`src/rtl/hdr_sched_pkg.sv`:
```
// Shared types and command field layout for the HDR command scheduler.
package hdr_sched_pkg;

  localparam int CMD_W        = 9;
  localparam int CMD_TID_MSB  = 8;
  localparam int CMD_TID_LSB  = 5;
  localparam int CMD_CP_BIT   = 4;
  localparam int CMD_TOC_BIT  = 3;
  localparam int CMD_MODE_MSB = 2;
  localparam int CMD_MODE_LSB = 0;

  localparam logic [2:0] MODE_HDR_DDR = 3'd6;

  typedef enum logic [2:0] {
    ST_IDLE,
    ST_ISSUE,
    ST_WAIT,
    ST_RESP,
    ST_CHAIN
  } sched_state_t;

endpackage

```
`src/rtl/hdr_cmd_fifo.sv`:
```
// Synchronous descriptor FIFO with combinational read of the head entry.
module hdr_cmd_fifo
  import hdr_sched_pkg::*;
#(
  parameter int DEPTH = 4
) (
  input  logic             clk,
  input  logic             rst,
  input  logic             push,
  input  logic [CMD_W-1:0] push_data,
  input  logic             pop,
  output logic [CMD_W-1:0] pop_data,
  output logic             full,
  output logic             empty
);

  localparam int AW = $clog2(DEPTH);

  logic [CMD_W-1:0] mem [DEPTH];
  logic [AW-1:0]    wr_ptr;
  logic [AW-1:0]    rd_ptr;
  logic [AW:0]      count;
  logic             wr_en;
  logic             rd_en;

  // A simultaneous pop frees the slot, so a push while full is accepted then.
  assign wr_en    = push && (!full || pop);
  assign rd_en    = pop && !empty;
  assign full     = (count == (AW+1)'(DEPTH));
  assign empty    = (count == '0);
  assign pop_data = mem[rd_ptr];

  always_ff @(posedge clk) begin
    if (wr_en) begin
      mem[wr_ptr] <= push_data;
    end
  end

  always_ff @(posedge clk) begin
    if (rst) begin
      wr_ptr <= '0;
      rd_ptr <= '0;
      count  <= '0;
    end else begin
      if (wr_en) begin
        wr_ptr <= wr_ptr + AW'(1);
      end
      if (rd_en) begin
        rd_ptr <= rd_ptr + AW'(1);
      end
      case ({wr_en, rd_en})
        2'b10:   count <= count + (AW+1)'(1);
        2'b01:   count <= count - (AW+1)'(1);
        default: count <= count;
      endcase
    end
  end

endmodule

```
`src/rtl/hdr_cmd_scheduler.sv`:
```
// Sequences queued HDR descriptors into hdr_engine one at a time.
// Optional per-descriptor abort timer enabled by defining HDR_SCHED_TIMEOUT_EN.
module hdr_cmd_scheduler
  import hdr_sched_pkg::*;
#(
  parameter int DEPTH       = 4,
  parameter int TIMEOUT_CYC = 1024
) (
  input  logic             i_sys_clk,
  input  logic             i_sys_rst,
  input  logic             i_cmd_valid,
  input  logic [CMD_W-1:0] i_cmd_data,
  output logic             o_cmd_ready,
  output logic             o_hdr_en,
  output logic             o_hdr_cp,
  output logic             o_hdr_toc,
  output logic [2:0]       o_hdr_mode,
  input  logic             i_hdr_done,
  output logic             o_rsp_valid,
  output logic [3:0]       o_rsp_tid,
  output logic             o_rsp_err,
  output logic             o_busy
);

  sched_state_t     state;
  sched_state_t     state_next;
  logic [CMD_W-1:0] act;
  logic [CMD_W-1:0] fifo_data;
  logic             fifo_full;
  logic             fifo_empty;
  logic             push;
  logic             pop;
  logic             expire;

  assign o_cmd_ready = !fifo_full;
  assign push        = i_cmd_valid && !fifo_full;
  assign pop         = ((state == ST_IDLE) || (state == ST_CHAIN)) && !fifo_empty;

  hdr_cmd_fifo #(
    .DEPTH (DEPTH)
  ) u_fifo (
    .clk       (i_sys_clk),
    .rst       (i_sys_rst),
    .push      (push),
    .push_data (i_cmd_data),
    .pop       (pop),
    .pop_data  (fifo_data),
    .full      (fifo_full),
    .empty     (fifo_empty)
  );

  always_ff @(posedge i_sys_clk) begin
    if (i_sys_rst) begin
      state <= ST_IDLE;
      act   <= '0;
    end else begin
      state <= state_next;
      if (pop) begin
        act <= fifo_data;
      end
    end
  end

`ifdef HDR_SCHED_TIMEOUT_EN
  localparam int CW = $clog2(TIMEOUT_CYC + 1);

  logic [CW-1:0] tmo_cnt;

  always_ff @(posedge i_sys_clk) begin
    if (i_sys_rst) begin
      tmo_cnt <= '0;
    end else if (state == ST_ISSUE) begin
      tmo_cnt <= '0;
    end else if (state == ST_WAIT) begin
      tmo_cnt <= tmo_cnt + CW'(1);
    end
  end

  // A done landing on the expiry cycle completes normally instead of aborting.
  assign expire = (state == ST_WAIT) && (tmo_cnt == CW'(TIMEOUT_CYC)) && !i_hdr_done;
`else
  logic unused_tmo;
  assign unused_tmo = ^TIMEOUT_CYC;
  assign expire     = 1'b0;
`endif

  always_comb begin
    state_next = state;
    case (state)
      ST_IDLE:  if (!fifo_empty) state_next = ST_ISSUE;
      ST_ISSUE: state_next = i_hdr_done ? ST_RESP : ST_WAIT;
      ST_WAIT: begin
        if (i_hdr_done) begin
          state_next = ST_RESP;
        end else if (expire) begin
          state_next = ST_IDLE;
        end
      end
      ST_RESP:  state_next = act[CMD_TOC_BIT] ? ST_IDLE : ST_CHAIN;
      ST_CHAIN: if (!fifo_empty) state_next = ST_ISSUE;
      default:  state_next = ST_IDLE;
    endcase
  end

  // Enable stays up through RESP and CHAIN so restart chains never see a gap.
  assign o_hdr_en    = (state != ST_IDLE) && !expire;
  assign o_hdr_cp    = act[CMD_CP_BIT];
  assign o_hdr_toc   = act[CMD_TOC_BIT];
  assign o_hdr_mode  = act[CMD_MODE_MSB:CMD_MODE_LSB];
  assign o_rsp_valid = (state == ST_RESP) || expire;
  assign o_rsp_tid   = act[CMD_TID_MSB:CMD_TID_LSB];
  assign o_rsp_err   = expire;
  assign o_busy      = (state != ST_IDLE) || !fifo_empty;

endmodule
```
`config.mk`:
```
export PLATFORM = sky130hd
export DESIGN_NAME = hdr_cmd_scheduler
export DESIGN_NICKNAME = d
export VERILOG_FILES = /design/src/rtl/hdr_sched_pkg.sv /design/src/rtl/hdr_cmd_fifo.sv /design/src/rtl/hdr_cmd_scheduler.sv
export SDC_FILE = /design/constraint.sdc
export NUM_CORES = 1
export LEC_CHECK = 0
export BUFFER_PORTS_ARGS = -buffer_cell sky130_fd_sc_hd__buf_4
export CAP_MARGIN = 20
export CELL_PAD_IN_SITES_DETAIL_PLACEMENT = 0
export CELL_PAD_IN_SITES_GLOBAL_PLACEMENT = 1
export CORE_ASPECT_RATIO = 0.7
export CORE_MARGIN = 10
export CORE_UTILIZATION = 40
export CTS_BUF_LIST = sky130_fd_sc_hd__clkbuf_2
export CTS_CLUSTER_SIZE = 25
export DETAILED_ROUTE_END_ITERATION = 16
export GPL_TIMING_DRIVEN = 0
export PLACE_DENSITY_LB_ADDON = 0.15
export SETUP_SLACK_MARGIN = 0.1
export SLEW_MARGIN = 10
export SYNTH_ARGS = -nofsm -noshare
export SYNTH_HDL_FRONTEND = slang
export SYNTH_SLANG_ARGS = --single-unit
export TNS_END_PERCENT = 1
```
`constraint.sdc`:
```
create_clock -name i_sys_clk -period 2.35 [get_ports i_sys_clk]
set_input_delay 0.3525 -clock i_sys_clk [delete_from_list [all_inputs] [get_ports i_sys_clk]]
set_output_delay 0.3525 -clock i_sys_clk [all_outputs]
set_load 0.01 [all_outputs]
```
==> impl_results.md, run 1 <==
- CTS tree: done
- P per Cell Area: between 1000 and 1500 nW/um^2
- Gate Count Post-Synth: 160
- Global route total overflow: 0
- Synth area leader: edfxtp_1
- Post-Synth Adder-Cell Area: 0.0361
- M1 WL: between 2000 and 2500 um
- Pwr Total: about 3000 uW
- Period minus WS final: ~2200 ps
- Worst skew pair latency: between 400 and 500 ps
- Post-synth cell types: 36
- Post-Synthesis Mean Instance Area: around 14 um^2
- Multiplexer share of the synthesized area: 0.100
- CP Class: register to register
- Slowest cell on the critical path: dfxtp_4
- Final setup viols: 0
- Crit path DAT: roughly 2600 ps
- Core Area: 5400 um^2
- Final setup margin: around 140 ps
- Max_cap viols: 0
- Input/output buffers: 24
- Area growth, synth to finish: 18.5%
- Die height: 83.2 um
- Largest cells by area after synthesis: edfxtp_1, dfxtp_1, mux4_1, a21oi_1, ha_1
- CP Capture Type: register
- Fillers: about 500
- Largest net degree at the start of global routing: 18
- H-Tree Depth: 2
- Routed WL per cell: roughly 16 um
- Initial DRT Pass Iterations: 6
- Worst min path class: primary input to register
- Status: finished, final reports clean
- Met3 Wirelength: 318 um
- Hold wc startpoint: i_cmd_data[2]
- Vias in the first global route: 1373
- Top Layer Used: met4
- Number of synthesized register bits: 55
- Crit Path Max Fanout: 2
- Largest delay contributor family on the critical path: simple AND/OR/NAND/NOR gates
- Hold_ws: a little over 90 ps
- Synth Area in XOR/XNOR: 0.0115
- Post-Syn Area: 2280 um^2
- GRT Total Usage: 0.0961
- Compound-Gate Fraction of Synth Area: 0.0871
- Post-Synth Simple-Gate Area: 0.0794
- Worst IR drop on VDD: around 0.35 mV
- DR iter-0 viols: between 60 and 70
- Met2 wire length: around 2000 um
- Routed Antenna Nets: 0
- Share of layout cells above drive strength 1: 0.291
- Lkg Pwr: 0.000986 uW
- Critical-path cell list: or3b_4 > buf_6 > nand2_1 > ha_2 > inv_1 > fa_2 > xor2_1 > or3_4 > a21oi_2
- Global-route wire length before repair: between 6000 and 7000 um
- Routed WL: 4420 um
- Die area: just over 9000 um^2
- Syn nets: about 180
- Period utilization: 0.940
- Clock slew at reported path FFs: about 260 ps
- Post-synth top area share: 0.473
- Worst slew pin tran: between 500 and 600 ps
- Largest family of logic cells by synthesized area: multiplexers
- # rows: 22
- N_diodes: 0
- Vias per cell: approximately 5.2
- Crit. Startpoint: u_fifo.count[0]$_SDFFE_PP0P_
- Final Max Slew Viols: 0
- Nature of the critical path startpoint: register
- Die W: about 110 um
- CTS max path bufs: 2
- Via count: around 1400
- Dpl hpwl: ~3100 um
- Register area share after synthesis: 0.640
- CTS Sinks: 55
- Initial Util: 0.423
- I/O Pins: 27
- Pre-CTS setup slack: -16.3 ps
- CTS buffer count: 5
- FF-to-FF Start: u_fifo.count[0]$_SDFFE_PP0P_
- Clock root cell: clkbuf_2
- Initial antenna violation count: 0
- Fmax: about 0.45 GHz
- Layout Nets: around 210
- Final Hold Vio Count: 0
- Gpl congestion: roughly 0.71
- CP Buf/Inv Count: 2
- RSZ-0062 raised after global routing: yes
- CP peak stage delay: 410 ps
- Syn. warnings: 0
- Worst Path Required: 2740 ps
- DRC viols: 0
- Final Skew: about 16 ps
- Max-slew headroom: 0.630
cell usage in the layout, fill, tap and decap left out, drive strengths merged, types with 4 or more instances in the layout:
cell    instances
clkbuf          8
a21oi          14
nor2            7
ha              5
nand3          12
inv             8
mux4            9
edfxtp         36
buf            36
and3            4
dfxtp          19
o21ai          11
area by class of cell:
class | instances | area, um^2 | area share
buffer | 11 | 71.3 | 0.0263
clock buffer | 5 | 25.0 | 0.00924
multi-input combinational | 86 | 746 | 0.275
clock inverter | 3 | 67.6 | 0.0250
timing repair buffer | 28 | 210 | 0.0776
inverter | 8 | 30.0 | 0.0111
tap | 72 | 90.1 | 0.0333
sequential | 55 | 1470 | 0.542
per-stage QoR:
stage / area (um^2) / std cells / setup TNS, ps / utilization
6_report: 2710 / 268 / 0 / 0.502
3_5_place_dp: 2550 / 256 / -16.3 / 0.474
5_1_grt: 2710 / 268 / 0 / 0.502
2_1_floorplan: 2280 / 160 / 0 / -
3_3_place_gp: 2550 / 256 / 0 / 0.474
4_1_cts: 2690 / 268 / 0 / 0.499
path summary, 6_finish.rpt:
path,to,slack [ps],cells after the start
worst min-delay path,u_fifo.mem[0][2]$_DFFE_PP_,90,1
worst min register to register,act[8]$_SDFFE_PP0P_,500,2
worst max-delay path,u_fifo.count[2]$_SDFFE_PP0P_,140,9
worst max register to register,u_fifo.count[2]$_SDFFE_PP0P_,140,9
worst register-to-register path, cell delays in order, from the launching register on:
cell and delay [ps]:
dfxtp_4 410, or3b_4 390, buf_6 120, nand2_1 70, ha_2 170, inv_1 50
fa_2 330, xor2_1 160, or3_4 330, a21oi_2 130
Yosys cell counts:
| library cell | number |
|---|---|
| a21oi_2 | 1 |
| a21o_1 | 2 |
| buf_6 | 3 |
| nor3_1 | 1 |
| a211oi_1 | 1 |
| and3_1 | 4 |
| or3_2 | 1 |
| clkbuf_1 | 3 |
| conb_1 | 1 |
| a21oi_1 | 13 |
| a32oi_1 | 1 |
| a311oi_1 | 1 |
| buf_2 | 3 |
| buf_1 | 1 |
| o21ai_0 | 11 |
| mux4_1 | 7 |
| buf_4 | 1 |
| or3b_1 | 1 |
| xnor2_1 | 1 |
| nor2_1 | 7 |
| mux4_2 | 2 |
| a31oi_1 | 1 |
| nand3_1 | 12 |
| a31o_1 | 1 |
| edfxtp_1 | 36 |
| a311oi_2 | 1 |
| dfxtp_1 | 19 |
| or2_1 | 1 |
| nand2_1 | 3 |
| nor3_2 | 1 |
| inv_1 | 8 |
| and3b_1 | 1 |
| ha_1 | 5 |
| xor2_1 | 2 |
| fa_1 | 1 |
| or3_1 | 2 |
where the power goes:
group          switching (uW)  leakage, uW  internal, uW
clock                     286    0.0000492           285
combinational             601     0.000449           518
sequential               96.4     0.000487          1200
total                     983     0.000986          2000
kinds of logic after synthesis:
family,after synthesis
xor+xnor,3
fa+ha+maj,6
mux,9
buf+inv,19
compound gates,33
flops,55
simple gates,34
other cells,1
registers in the layout, summed over array words and instances, names as in the netlist:
signal,cells
act,9
u_fifo.count,3
state,3
u_fifo.wr_ptr,2
u_fifo.mem,36
u_fifo.rd_ptr,2
metal layers:
metal  global-route usage  up-vias
li1                     -      670
met1                0.131      687
met2                0.135       33
met3               0.0370        5
met4               0.0312        0
met5                    0        -
timing repair:
action                     4_1_cts  5_1_grt
hold buffers                     0        0
gates resized for setup          6        5
pin swaps                        1        1
buffers inserted                 4        0
setup endpoints to repair        1        3
(Power assumes the default switching activity.)
==> run 2, diff against run 1 <==
BUFFER_PORTS_ARGS = -buffer_cell sky130_fd_sc_hd__buf_2   (was -buffer_cell sky130_fd_sc_hd__buf_4)
==> run 2 against run 1 <==
Compared with the run above:
- critical path depth unchanged
- final cell count increased by 0.37%
- final area decreased by 3.7%
- combinational power decreased by 4%
- register-to-register slack about the same
- die area unchanged
- global-route usage increased by 0.54 points
- sequential share of layout area increased by 2.1 points
- sequential power about the same
- largest power group unchanged
- highest routed layer unchanged
==> impl_results.md, run 2 (same netlist as run 1, synthesis figures left out) <==
- Biggest register: u_fifo.mem
- Pre-CTS setup slack: 2.48 ps (+18.8 ps)
- Worst reg-to-reg setup slack: 150 ps (about the same)
- Reg2reg end: u_fifo.count[2]$_SDFFE_PP0P_
- Global-route wire length before repair: 7100 um (+2.2%)
- Routed WL per cell: 16.8 um (+2.1%)
- Clock root cell: clkbuf_2
- DRC viols: 0 (unchanged)
- CTS Sinks: 55 (unchanged)
- Crit. Startpoint: u_fifo.count[1]$_SDFFE_PP0P_
- Sequential power share: 0.473 (+0.039)
- Routed WL: 4530 um (+2.5%)
- Worst Path Required: 2750 ps (about the same)
- Final Max Slew Viols: 0 (unchanged)
- Most common cell after layout, fill and taps aside: edfxtp_1
- Max-slew headroom: 0.629 (-0.00145)
- Gpl congestion: 0.715 (+0.39%)
- Routed Antenna Nets: 0 (unchanged)
- Area growth, synth to finish: 14.1%
- Worst skew pair latency: 440 ps (about the same)
- Die W: 110 um (unchanged)
- DP Area: 2490 um^2 (-2.4%)
- CP Capture Type: register
- Switching share of power: 0.363 (+0.0336)
- Vias in the first global route: 1364 (-0.66%)
- Crit path DAT: 2600 ps (about the same)
- Status: finished, final reports clean
- Fmax: 0.455 GHz (+0.45%)
- GRT Total Usage: 0.102 (+0.00543)
- Initial antenna violation count: 0 (unchanged)
- N_diodes: 0 (unchanged)
- # rows: 22 (unchanged)
- Largest registers: u_fifo.mem (36), act (9)
- Max reg flops: 36 (unchanged)
- Clock share of power: 0.132 (-0.059)
- CP Class: register to register
- Fin cells: 269 (+0.37%)
- Initial Util: 0.423 (unchanged)
- Core Area: 5400 um^2 (unchanged)
- RSZ-0062 raised after global routing: yes
- Final Skew: 19.4 ps (+3.18 ps)
- Max_cap viols: 0 (unchanged)
- Worst min path class: primary input to register
- Cells on worst reg2reg path: 9 (unchanged)
- Nature of the critical path startpoint: register
- Initial DRT Pass Iterations: 4 (-2)
- DR iter-0 viols: 38 (-43%)
- Via count: 1356 (-2.8%)
- I/O Pins: 27 (unchanged)
- P per Cell Area: 1050 nW/um^2 (-5.2%)
- CTS buffer count: 5 (unchanged)
- Global route total overflow: 0 (unchanged)
- Worst slew pin tran: 557 ps (+2.18 ps)
- Design area: 2610 um^2 (-3.7%)
- Largest net degree at the start of global routing: 18 (unchanged)
- Final setup viols: 0 (unchanged)
- Net Switching: 989 uW (+0.65%)
- Part of the power in combinational logic: 0.394 (+0.020)
- Final Hold Vio Count: 0 (unchanged)
- Clock slew at reported path FFs: 260 ps (about the same)
- Setup_tns: 0 ps (unchanged)
- Worst IR drop on VDD: 0.430 mV (+22%)
- Die height: 83.2 um (unchanged)
- H-Tree Depth: 2 (unchanged)
- Commonest non-fill, non-tap cells in the layout: edfxtp_1, buf_2, dfxtp_1
- Crit Path Max Fanout: 2 (unchanged)
- Vias per cell: 5.04 (-3.2%)
- Layout Nets: 215 (+0.47%)
- Lkg Pwr: 0.000954 uW (-3.3%)
- Pwr Total: 2730 uW (-8.7%)
- Post-cts hold buffer count: 0 (unchanged)
- Int Power: 1740 uW (-13%)
- Worst Setup EP: u_fifo.count[2]$_SDFFE_PP0P_
- Period utilization: 0.936 (-0.00423)
- CTS max path bufs: 2 (unchanged)
- CTS tree: done
- Dpl hpwl: 3120 um (-0.51%)
- Share of layout cells above drive strength 1: 0.294 (+0.00360)
- Die area: 9180 um^2 (unchanged)
- Final setup margin: 151 ps (+9.94 ps)
- Input/output buffers: 24 (unchanged)
- FF-to-FF Start: u_fifo.count[1]$_SDFFE_PP0P_
- Placed cell count: 256 (unchanged)
- Period minus WS final: 2200 ps (-9.94 ps)
run 2: changes by cell type in the layout (fill, tap and decap cells not counted):
cell,before,now
buf_2,3,27
buf_4,29,6
clkinvlp_4,1,2
clkinv_2,0,1
bufinv_16,2,0
run 2: worst min path at each step:
stage / end / slack (ps) / cells after the start / startpoint
3_3_place_gp: state[1]$_SDFFE_PP0P_ / 450 / 1 / state[2]$_SDFFE_PP0P_
5_1_grt: u_fifo.mem[2][6]$_DFFE_PP_ / 30 / 1 / i_cmd_data[6]
4_1_cts: u_fifo.mem[0][2]$_DFFE_PP_ / 70 / 1 / i_cmd_data[2]
6_report: u_fifo.mem[0][1]$_DFFE_PP_ / 90 / 1 / i_cmd_data[1]
2_1_floorplan: state[1]$_SDFFE_PP0P_ / 430 / 1 / state[2]$_SDFFE_PP0P_
3_5_place_dp: act[2]$_SDFFE_PP0P_ / 470 / 2 / act[2]$_SDFFE_PP0P_
run 2: timing repair:
| action | CTS | global route |
|---|---|---|
| pin swaps | 2 | 1 |
| buffers inserted | 5 | 0 |
| setup endpoints to repair | 1 | 3 |
| hold endpoints to repair | 0 | 0 |
| gates resized for setup | 7 | 4 |
| gates cloned | 0 | 0 |
run 2: layout make-up:
class	instances	area, um^2
Sequential cell	55	1470
Tap cell	72	90.1
Clock buffer	5	25.0
Timing Repair Buffer	29	158
Fill cell	492	2790
Multi-Input combinational cell	86	746
Inverter	8	30.0
Buffer	11	71.3
Clock inverter	3	20.0
run 2: routing by layer:
metal | share of wire | track usage
met5 | 0 | 0
met4 | 0.016 | 0.0416
met3 | 0.065 | 0.0370
met2 | 0.45 | 0.143
met1 | 0.47 | 0.136
run 2: worst max-delay path, cell delays in order (launching register included):
cell     delay, ps
dfxtp_2        390
or3b_4         390
buf_6          120
nand2_1         70
ha_2           180
inv_1           50
fa_2           330
xor2_1         160
or3_4          340
a21oi_2        130
run 2: power groups by stage:
stage | clock (uW) | sequential (uW) | combinational, uW
final | 361 | 1290 | 1080
after global routing | 427 | 1310 | 1190
after CTS | 376 | 1290 | 1050
after detailed placement | 0 | 1320 | 975
after global placement | 0 | 1310 | 953
after floorplan | 0 | 1330 | 656
run 2: per-stage QoR:
step / hold slack, ps / util
finish: 89.6 / 0.483
global route: 29.2 / 0.483
CTS: 67.7 / 0.481
detailed placement: 474 / 0.462
global placement: 451 / 0.462
floorplan: 434 / -
